## src/rtl/cpu_core_params.sv

```systemverilog
// Shared types for the SRAM bus arbiter: request bundle, FSM state, owner.
package cpu_core_params;

  typedef struct packed {
    logic        req;
    logic        wr;
    logic [1:0]  size;
    logic [31:0] addr;
    logic [31:0] wdata;
  } SramRequest;

  typedef enum logic [1:0] {
    IDLE,
    HOLD,
    WAIT
  } ArbState;

  typedef enum logic {
    OWNER_I,
    OWNER_D
  } ArbOwner;

endpackage

```

## src/rtl/sram_arb_picker.sv

```systemverilog
// Priority policy for the arbiter: D first, I forced through once starved.
module sram_arb_picker
  import cpu_core_params::*;
(
  input  logic    i_req,
  input  logic    d_req,
  input  logic    starve_hit,
  output ArbOwner winner
);

  logic force_i;
  logic take_d;

  assign force_i = i_req & starve_hit;
  assign take_d  = d_req & ~force_i;

  always_comb begin
    winner = OWNER_I;
    unique case (1'b1)
      take_d:  winner = OWNER_D;
      default: winner = OWNER_I;
    endcase
  end

endmodule

```

## src/rtl/sram_bus_arbiter.sv

```systemverilog
// Shares one SRAM-like bus between fetch (I) and memory (D) requesters,
// one outstanding transaction at a time.
module sram_bus_arbiter
  import cpu_core_params::*;
#(
  parameter int STARVE_LIMIT = 4
) (
  input  logic        clock,
  input  logic        reset,
  input  logic        i_req,
  input  logic        i_wr,
  input  logic [1:0]  i_size,
  input  logic [31:0] i_addr,
  input  logic [31:0] i_wdata,
  output logic        i_addr_ok,
  output logic        i_data_ok,
  output logic [31:0] i_rdata,
  input  logic        d_req,
  input  logic        d_wr,
  input  logic [1:0]  d_size,
  input  logic [31:0] d_addr,
  input  logic [31:0] d_wdata,
  output logic        d_addr_ok,
  output logic        d_data_ok,
  output logic [31:0] d_rdata,
  output logic        m_req,
  output logic        m_wr,
  output logic [1:0]  m_size,
  output logic [31:0] m_addr,
  output logic [31:0] m_wdata,
  input  logic        m_addr_ok,
  input  logic        m_data_ok,
  input  logic [31:0] m_rdata
);

  localparam int CLOG = $clog2(STARVE_LIMIT + 1);
  localparam int CW   = (CLOG < 2) ? 2 : CLOG;
  localparam logic [CW-1:0] LIMIT = CW'(STARVE_LIMIT);

  ArbState       state_q, state_d;
  ArbOwner       owner_q, owner_d;
  ArbOwner       pick, cur;
  logic [CW-1:0] starve_q, starve_d;
  SramRequest    i_bus, d_bus, m_bus;
  logic          starve_hit;
  logic          addr_acc;
  logic          data_acc;

  assign i_bus = '{req: i_req, wr: i_wr, size: i_size,
                   addr: i_addr, wdata: i_wdata};
  assign d_bus = '{req: d_req, wr: d_wr, size: d_size,
                   addr: d_addr, wdata: d_wdata};

  assign starve_hit = (starve_q == LIMIT);

  sram_arb_picker u_picker (
    .i_req      (i_req),
    .d_req      (d_req),
    .starve_hit (starve_hit),
    .winner     (pick)
  );

  always_ff @(posedge clock) begin
    if (reset) begin
      state_q  <= IDLE;
      owner_q  <= OWNER_I;
      starve_q <= '0;
    end else begin
      state_q  <= state_d;
      owner_q  <= owner_d;
      starve_q <= starve_d;
    end
  end

  always_comb begin
    state_d  = state_q;
    owner_d  = owner_q;
    starve_d = starve_q;
    cur      = (state_q == IDLE) ? pick : owner_q;
    m_bus    = (cur == OWNER_D) ? d_bus : i_bus;
    unique case (state_q)
      IDLE:    m_bus.req = i_req | d_req;
      HOLD:    m_bus.req = 1'b1;
      default: m_bus.req = 1'b0;
    endcase
    addr_acc = m_bus.req & m_addr_ok;
    data_acc = (state_q == WAIT) & m_data_ok;

    unique case (state_q)
      IDLE: if (m_bus.req) begin
        owner_d = cur;
        state_d = addr_acc ? WAIT : HOLD;
      end
      HOLD: if (addr_acc) state_d = WAIT;
      WAIT: if (data_acc) state_d = IDLE;
      default: state_d = IDLE;
    endcase

    // I acceptance wins over the idle clear; D only counts while I waits
    if (addr_acc && cur == OWNER_I)
      starve_d = '0;
    else if (addr_acc && i_req)
      starve_d = starve_hit ? starve_q : starve_q + 1'b1;
    else if (state_q == IDLE && !i_req)
      starve_d = '0;
  end

  assign m_req     = m_bus.req;
  assign m_wr      = m_bus.wr;
  assign m_size    = m_bus.size;
  assign m_addr    = m_bus.addr;
  assign m_wdata   = m_bus.wdata;

  assign i_addr_ok = addr_acc & (cur == OWNER_I);
  assign d_addr_ok = addr_acc & (cur == OWNER_D);
  assign i_data_ok = data_acc & (owner_q == OWNER_I);
  assign d_data_ok = data_acc & (owner_q == OWNER_D);
  assign i_rdata   = m_rdata;
  assign d_rdata   = m_rdata;

endmodule

```

## config.mk

```make
export PLATFORM = sky130hd
export DESIGN_NAME = sram_bus_arbiter
export DESIGN_NICKNAME = d
export VERILOG_FILES = /design/src/rtl/cpu_core_params.sv /design/src/rtl/sram_arb_picker.sv /design/src/rtl/sram_bus_arbiter.sv
export SDC_FILE = /design/constraint.sdc
export NUM_CORES = 1
export LEC_CHECK = 0
export ABC_AREA = 1
export ABC_CLOCK_PERIOD_IN_PS = 1500
export CORE_AREA = 2 2 121 123
export CTS_BUF_LIST = sky130_fd_sc_hd__clkbuf_4
export DETAILED_ROUTE_END_ITERATION = 16
export DIE_AREA = 0 0 123 125
export GPL_ROUTABILITY_DRIVEN = 0
export GPL_TIMING_DRIVEN = 0
export HOLD_SLACK_MARGIN = 0.1
export SYNTH_ARGS = -nofsm -noshare
export SYNTH_HDL_FRONTEND = slang
export SYNTH_SLANG_ARGS = --single-unit
```

## constraint.sdc

```tcl
create_clock -name clock -period 1.5 [get_ports clock]
set_input_delay 0.3 -clock clock [delete_from_list [all_inputs] [get_ports clock]]
set_output_delay 0.3 -clock clock [all_outputs]
set_load 0.05 [all_outputs]
```

==> results of run 1 <==
[per-layer routing]
layer	share of wire (%)	global-route usage [%]
met3	8.9	2.46
met1	35	13.5
met5	0	0
met2	55	25.4
met4	0.72	1.80
[repair_timing]
action,in CTS,in global routing
setup endpoints to repair,75,77
resized for setup,635,45
pin swaps,2,8
cloned,2,1
buffers inserted,9,7
[worst register-to-register path: cells and delay by family, from the launching register on]
family / cells / cell delay [ns]
adders and majority gates: 1 / 0.15
buffers and inverters: 3 / 0.35
DFF: 1 / 0.32
and+or+nand+nor: 7 / 0.60
[worst paths after layout]
check	from	to	depth (start not counted)
worst max-delay path	starve_q[0]	m_addr[10]	11
worst max register to register	starve_q[1]	starve_q[0]	11
worst min register to register	owner_q	owner_q	2
worst min-delay path	m_data_ok	state_q[1]	3
[kinds of logic (layout without fill, tap and decap cells)]
group                      Yosys count  after routing  synth area share (%)
and+or+nand+nor                    235            235                  53.1
buffers and inverters               91            386                  36.2
AOI/OAI and AO/OA                    6              6                  1.87
DFF                                  6              6                  6.92
adders and majority gates            2              2                  1.44
xor gates and xnor gates             1              1                 0.505
[power by group through the flow]
stage | registers (mW) | clock network, mW | logic, mW
finish | 0.192 | 0.144 | 4.34
floorplan | 0.189 | 0 | 2.35
global placement | 0.191 | 0 | 3.56
CTS | 0.189 | 0.153 | 4.24
detailed placement | 0.192 | 0 | 3.58
global route | 0.194 | 0.168 | 4.53
[synthesized netlist by cell type]
cell | count | share of area (%)
inv_1 | 11 | 2.4
xor2_1 | 1 | 0.50
nand4_1 | 1 | 0.36
a21oi_1 | 5 | 1.4
nand3_1 | 8 | 2.3
inv_2 | 2 | 0.43
ha_1 | 2 | 1.4
o211ai_1 | 1 | 0.43
nor2_1 | 11 | 2.4
nand2_1 | 209 | 45
dfxtp_1 | 6 | 6.9
nand3b_1 | 2 | 0.86
nor2_4 | 1 | 0.65
buf_6 | 3 | 1.9
buf_2 | 7 | 2.0
nand3_2 | 1 | 0.58
buf_4 | 68 | 29
nand2_2 | 2 | 0.72
[area by class of cell]
| class | count | area, µm² |
|---|---|---|
| inverter | 13 | 61.3 |
| fill | 1378 | 7910 |
| tap | 184 | 230 |
| sequential | 6 | 125 |
| timing repair buffer | 293 | 3290 |
| multi-input combinational | 244 | 1880 |
| buffer | 77 | 684 |
| clock buffer | 3 | 22.5 |
[cell usage in the layout (no fill, tap or decap), drive strengths merged]
cell type,n
o211ai,1
nand4,1
nor2,12
inv,13
dlymetal6s2s,3
dlygate4sd2,2
nand3b,2
buf,166
ha,2
clkbuf,4
dfxtp,6
xor2,1
nand3,9
clkdlybuf4s50,198
a21oi,5
nand2,211
[sequential cells by signal, indices dropped and copies added, names as in the netlist]
register and cells:
owner_q 1, starve_q 3, state_q 2
[metrics by stage]
stage	cell area [µm²]	setup slack [ns]	hold WS, ns	instances
2_1_floorplan	2380	-0.0916	0.369	341
3_3_place_gp	5360	-1.44	0.494	800
3_5_place_dp	5360	-1.44	0.499	800
4_1_cts	6090	-0.564	0.526	814
5_1_grt	6290	-0.633	0.395	820
6_report	6290	-0.535	0.391	820
==> results.sh, run 1 <==
export IMPL_synth_warning_count=0
export IMPL_synth_fp_nets=515
export IMPL_detail_route_iter0_violations=56
export IMPL_netlist_instances=341
export IMPL_worst_ir_drop_vdd_uv=467
export IMPL_detail_route_vias_per_cell=3.74
export IMPL_fmax_ghz=0.491
export IMPL_flop_pwr_share_pct=4.1
export IMPL_postLayoutCoreUtil_pct=44.3
export IMPL_synthesis_area_mm2=0.00174
export IMPL_clock_sinks=6
export IMPL_cpMaxStageDelayCell="dfxtp_2"
export IMPL_power_switching_mw=2.50
export IMPL_timing_worst_slew_pin_value_ns=0.518
export IMPL_worst_clock_skew_ns=0.00203
export IMPL_setup_slack_ns=-0.535
export IMPL_route_vias_total=3064
export IMPL_drt_wl_total_mm=10.9
export IMPL_slew_violations=0
export IMPL_initial_standard_cell_utilization_of_the_core_pct=12.2
export IMPL_cellLeakagePower_nw=2.92
export IMPL_power_switching_share_pct=53.4
export IMPL_cp_num_buf_inv=5
export IMPL_grt_pass1_wl_mm=15.7
export IMPL_gr_usage_all_layers_pct=12.7
export IMPL_setup_violations=71
export IMPL_clkPwrFrac_pct=3.1
export IMPL_ys_ff_latch=6
export IMPL_cap_viol_max_count=0
export IMPL_fin_crit_sh_pct=136
export IMPL_slowest_delay_ns=0.33
export IMPL_critPathArrivalTime_ns=1.74
export IMPL_failed_checks="negative setup slack"
export IMPL_rows=44
export IMPL_die_h_um=125
export IMPL_placeableCoreArea_mm2=0.0142
export IMPL_cts_buffers=3
export IMPL_clkSlewWorstSetupHoldPaths_ns=0.04
export IMPL_worstSetupPathType="reg2out"
export IMPL_timing_final_crit_period_ns=2.04
export IMPL_buffer_ports_inserted=275
export IMPL_mean_syn_cell_area_um2=5.09
export IMPL_cts_root_buffer="clkbuf_4"
export IMPL_seq_area_frac_synth_pct=6.92
export IMPL_status="finished with violations"
export IMPL_total_power_mw=4.67
export IMPL_crit_path_leading_delay_family="buffers and inverters"
export IMPL_timing_critical_path_required_ns=1.20
export IMPL_grt_max_degree=11
export IMPL_nets=812
export IMPL_post_route_drc_count=0
export IMPL_globalRouteOverflowTotal=0
export IMPL_hold_path_class="in2reg"
export IMPL_worst_slew_margin_rel_pct=65.4
export IMPL_critical_path_maximum_fanout=10
export IMPL_cts_tree="built"
export IMPL_clkLatencyLatePin_ns=0.24
export IMPL_drtAntennaViolNets=0
export IMPL_htree_levels=1
export IMPL_crit_path_cell_trace="inv_2 > ha_4 > nand3_4 > nand3_4 > nand2_8 > inv_12 > buf_12 > buf_12 > nand2_4 > nand2_8 > buf_8"
export IMPL_avgRoutedWirePerCell_um=13.3
export IMPL_antenna_found_initial=0
export IMPL_die_x_um=123
export IMPL_worstSetupStartpointType="flop"
export IMPL_place_detailed_hpwl_mm=8.93
export IMPL_first_global_vias=3154
export IMPL_rrSetupSlack_ns=-0.01
export IMPL_comb_power_share_pct=92.8
export IMPL_endpoint_kind="output port"
export IMPL_internal_power_mw=2.18
export IMPL_final_layout_size_suffix_gt1_share_pct=50.8
export IMPL_detail_route_first_pass_iterations=4
export IMPL_diodes=0
export IMPL_post_cts_hold_buffer_count=0
export IMPL_io_pins=308
export IMPL_clk_path_buf_depth=2
export IMPL_post_synth_cell_types=18
export IMPL_power_per_cell_area_mw_per_mm2=743
export IMPL_timing_hold_violations_final=0
export IMPL_syn_to_layout_area_delta_pct=263
export IMPL_die_area_mm2=0.0154
export IMPL_final_setup_tns_ns=-33.77
export IMPL_unrepaired_setup_endpoints_after_global_routing="true"
Power figures use the tool's default switching activity.
==> inputs of run 2 (changes only) <==
--- a/config.mk
+++ b/config.mk
@@ -6,7 +6,6 @@
 export NUM_CORES = 1
 export LEC_CHECK = 0
 export ABC_AREA = 1
-export ABC_CLOCK_PERIOD_IN_PS = 1500
 export CORE_AREA = 2 2 121 123
 export CTS_BUF_LIST = sky130_fd_sc_hd__clkbuf_4
 export DETAILED_ROUTE_END_ITERATION = 16
@@ -14,6 +13,7 @@
 export GPL_ROUTABILITY_DRIVEN = 0
 export GPL_TIMING_DRIVEN = 0
 export HOLD_SLACK_MARGIN = 0.1
+export SETUP_SLACK_MARGIN = 0.2
 export SYNTH_ARGS = -nofsm -noshare
 export SYNTH_HDL_FRONTEND = slang
 export SYNTH_SLANG_ARGS = --single-unit
==> run 2 against run 1 <==
Effect of this change: the run still ends with negative setup slack left; count of clock-buffer cells in the layout unchanged; global-route usage up 0.36 points; sequential cell count unchanged; via count up 4.1%; core utilization up 1.4 points; final area up 3.1%; die area unchanged; wire length up 5.1%; critical endpoint is now m_addr[5]; largest power group unchanged.
==> results.sh, run 2 (same netlist as run 1, synthesis figures left out) <==
export IMPL_status="finished with violations"
export IMPL_failed_checks="negative setup slack"
export IMPL_reg_largest_list="starve_q (3), state_q (2), owner_q (1)"
export IMPL_nets=822
export IMPL_antenna_found_initial=0
export IMPL_buffer_ports_inserted=275
export IMPL_clkLatencyLatePin_ns=0.24
export IMPL_timing_worst_slew_pin_value_ns=0.513
export IMPL_setup_violations=70
export IMPL_clk_path_buf_depth=2
export IMPL_placed_cells=800
export IMPL_postLayoutCoreUtil_pct=45.6
export IMPL_layout_cell_area_non_filler_mm2=0.00648
export IMPL_crit_path_leading_delay_family="buffers and inverters"
export IMPL_first_global_vias=3318
export IMPL_grt_max_degree=11
export IMPL_final_setup_tns_ns=-31.98
export IMPL_power_per_cell_area_mw_per_mm2=742
export IMPL_unrepaired_setup_endpoints_after_global_routing="true"
export IMPL_detail_route_vias_per_cell=3.84
export IMPL_fmax_ghz=0.497
export IMPL_endpoint_kind="output port"
export IMPL_cpMaxStageDelayCell="dfxtp_2"
export IMPL_cts_tree="built"
export IMPL_setup_slack_ns=-0.513
export IMPL_place_ws_ns=-1.44
export IMPL_cts_root_buffer="clkbuf_4"
export IMPL_crit_path_cell_trace="inv_2 > ha_4 > nand3_4 > nand3_4 > nand2_8 > inv_8 > buf_12 > clkbuf_16 > nand2_2 > nand2_4 > buf_8"
export IMPL_timing_critical_path_required_ns=1.20
export IMPL_critPathArrivalTime_ns=1.71
export IMPL_worst_slew_margin_rel_pct=65.9
export IMPL_register_name_with_the_most_flops="starve_q"
export IMPL_rows=44
export IMPL_route_vias_total=3189
export IMPL_largest_register_ff_count=3
export IMPL_critical_path_maximum_fanout=7
export IMPL_worst_clock_skew_ns=0.000579
export IMPL_timing_final_crit_period_ns=2.01
export IMPL_timing_hold_violations_final=0
export IMPL_initial_standard_cell_utilization_of_the_core_pct=12.2
export IMPL_slowest_delay_ns=0.33
export IMPL_post_cts_hold_buffer_count=0
export IMPL_cp_num_buf_inv=5
export IMPL_hold_path_class="reg2reg"
export IMPL_worst_ir_drop_vdd_uv=386
export IMPL_htree_levels=1
export IMPL_drt_wl_total_mm=11.4
export IMPL_detail_route_iter0_violations=32
export IMPL_slew_violations=0
export IMPL_gr_usage_all_layers_pct=13.0
export IMPL_grt_pass1_wl_mm=16.0
export IMPL_worstSetupPathType="reg2out"
export IMPL_cellLeakagePower_nw=3.13
export IMPL_io_pins=308
export IMPL_cap_viol_max_count=0
export IMPL_die_area_mm2=0.0154
export IMPL_placeableCoreArea_mm2=0.0142
export IMPL_fin_crit_sh_pct=134
export IMPL_worstSetupStartpointType="flop"
export IMPL_final_common_cell="clkdlybuf4s50_1"
export IMPL_cts_buffers=3
export IMPL_die_x_um=123
export IMPL_clock_sinks=6
export IMPL_place_detailed_hpwl_mm=8.86
export IMPL_post_route_drc_count=0
export IMPL_final_layout_size_suffix_gt1_share_pct=52.0
export IMPL_critical_path_most_common_cell="nand3_4"
export IMPL_drtAntennaViolNets=0
export IMPL_globalRouteOverflowTotal=0
export IMPL_mostFrequentLayoutCells="clkdlybuf4s50_1, nand2_4, nand2_1, buf_4, buf_8"
export IMPL_diodes=0
export IMPL_dpl_cell_area_mm2=0.00534
export IMPL_clkSlewWorstSetupHoldPaths_ns=0.04
export IMPL_final_cell_count_no_fill=830
export IMPL_syn_to_layout_area_delta_pct=274
export IMPL_detail_route_first_pass_iterations=4
export IMPL_avgRoutedWirePerCell_um=13.8
export IMPL_die_h_um=125
run 2: cell count changes in the layout (fill, tap and decap cells not counted), sizes merged:
cell	before	now
dlygate4sd2	2	65
clkdlybuf4s50	198	136
clkdlybuf4s15	0	1
dlymetal6s2s	3	0
clkbuf	4	7
buf	166	174
run 2: worst register-to-register path: stages (launching register included):
cell and delay (ns):
dfxtp_2 0.33, inv_2 0.05, ha_4 0.16, nand3_4 0.07
nand3_4 0.10, nand2_8 0.12, buf_4 0.13, nor2_4 0.03
buf_4 0.14, nor2_4 0.12, nand2_1 0.08, nor2_2 0.09
run 2: area by class of cell:
cell class | instances | area (µm²)
fillers | 1388 | 7720
repair buffers | 302 | 3380
multi-input cells | 244 | 1970
plain buffers | 78 | 692
well taps | 184 | 230
flip-flops and latches | 6 | 129
inverters | 13 | 58.8
clock buffers | 3 | 22.5
run 2: repair_timing:
action,CTS,global route
resized for setup,744,32
gates cloned,3,4
buffers inserted,16,4
endpoints found under the setup margin,139,75
pin swaps,7,2
run 2: metrics by stage:
stage | power, mW | hold WS [ns]
after floorplan | 2.53 | 0.369
after global placement | 3.74 | 0.499
after detailed placement | 3.77 | 0.509
after CTS | 4.66 | 0.535
after global routing | 5.03 | 0.566
final | 4.81 | 0.530
run 2: final timing paths:
path	from	slack, ns	cells after the start	endpoint
setup / recovery	starve_q[0]	-0.51	11	m_addr[5]
hold / removal	owner_q	0.53	2	owner_q
setup reg to reg	starve_q[0]	0.01	11	starve_q[0]
hold reg to reg	owner_q	0.53	2	owner_q
run 2: report_power, final:
group / switching [mW] / total, mW / internal (mW)
Sequential: 0.0182 / 0.195 / 0.177
Combinational: 2.49 / 4.47 / 1.98
Clock: 0.0517 / 0.142 / 0.0900
Total: 2.56 / 4.81 / 2.24
run 2: metal layers:
metal	up-vias	GRT usage, %	wire length [µm]
li1	1572	-	-
met1	1464	12.9	3840
met2	149	27.6	6570
met3	4	2.65	970
met4	0	1.20	54
met5	-	0	0
==> inputs of run 3 (changes only) <==
--- a/config.mk
+++ b/config.mk
@@ -6,11 +6,11 @@
 export NUM_CORES = 1
 export LEC_CHECK = 0
 export ABC_AREA = 1
+export CAP_MARGIN = 20
 export CORE_AREA = 2 2 121 123
 export CTS_BUF_LIST = sky130_fd_sc_hd__clkbuf_4
 export DETAILED_ROUTE_END_ITERATION = 16
 export DIE_AREA = 0 0 123 125
-export GPL_ROUTABILITY_DRIVEN = 0
 export GPL_TIMING_DRIVEN = 0
 export HOLD_SLACK_MARGIN = 0.1
 export SETUP_SLACK_MARGIN = 0.2
==> results of run 3 <==
Same layout as run 2: the final DEF is identical, and so are final timing and power.
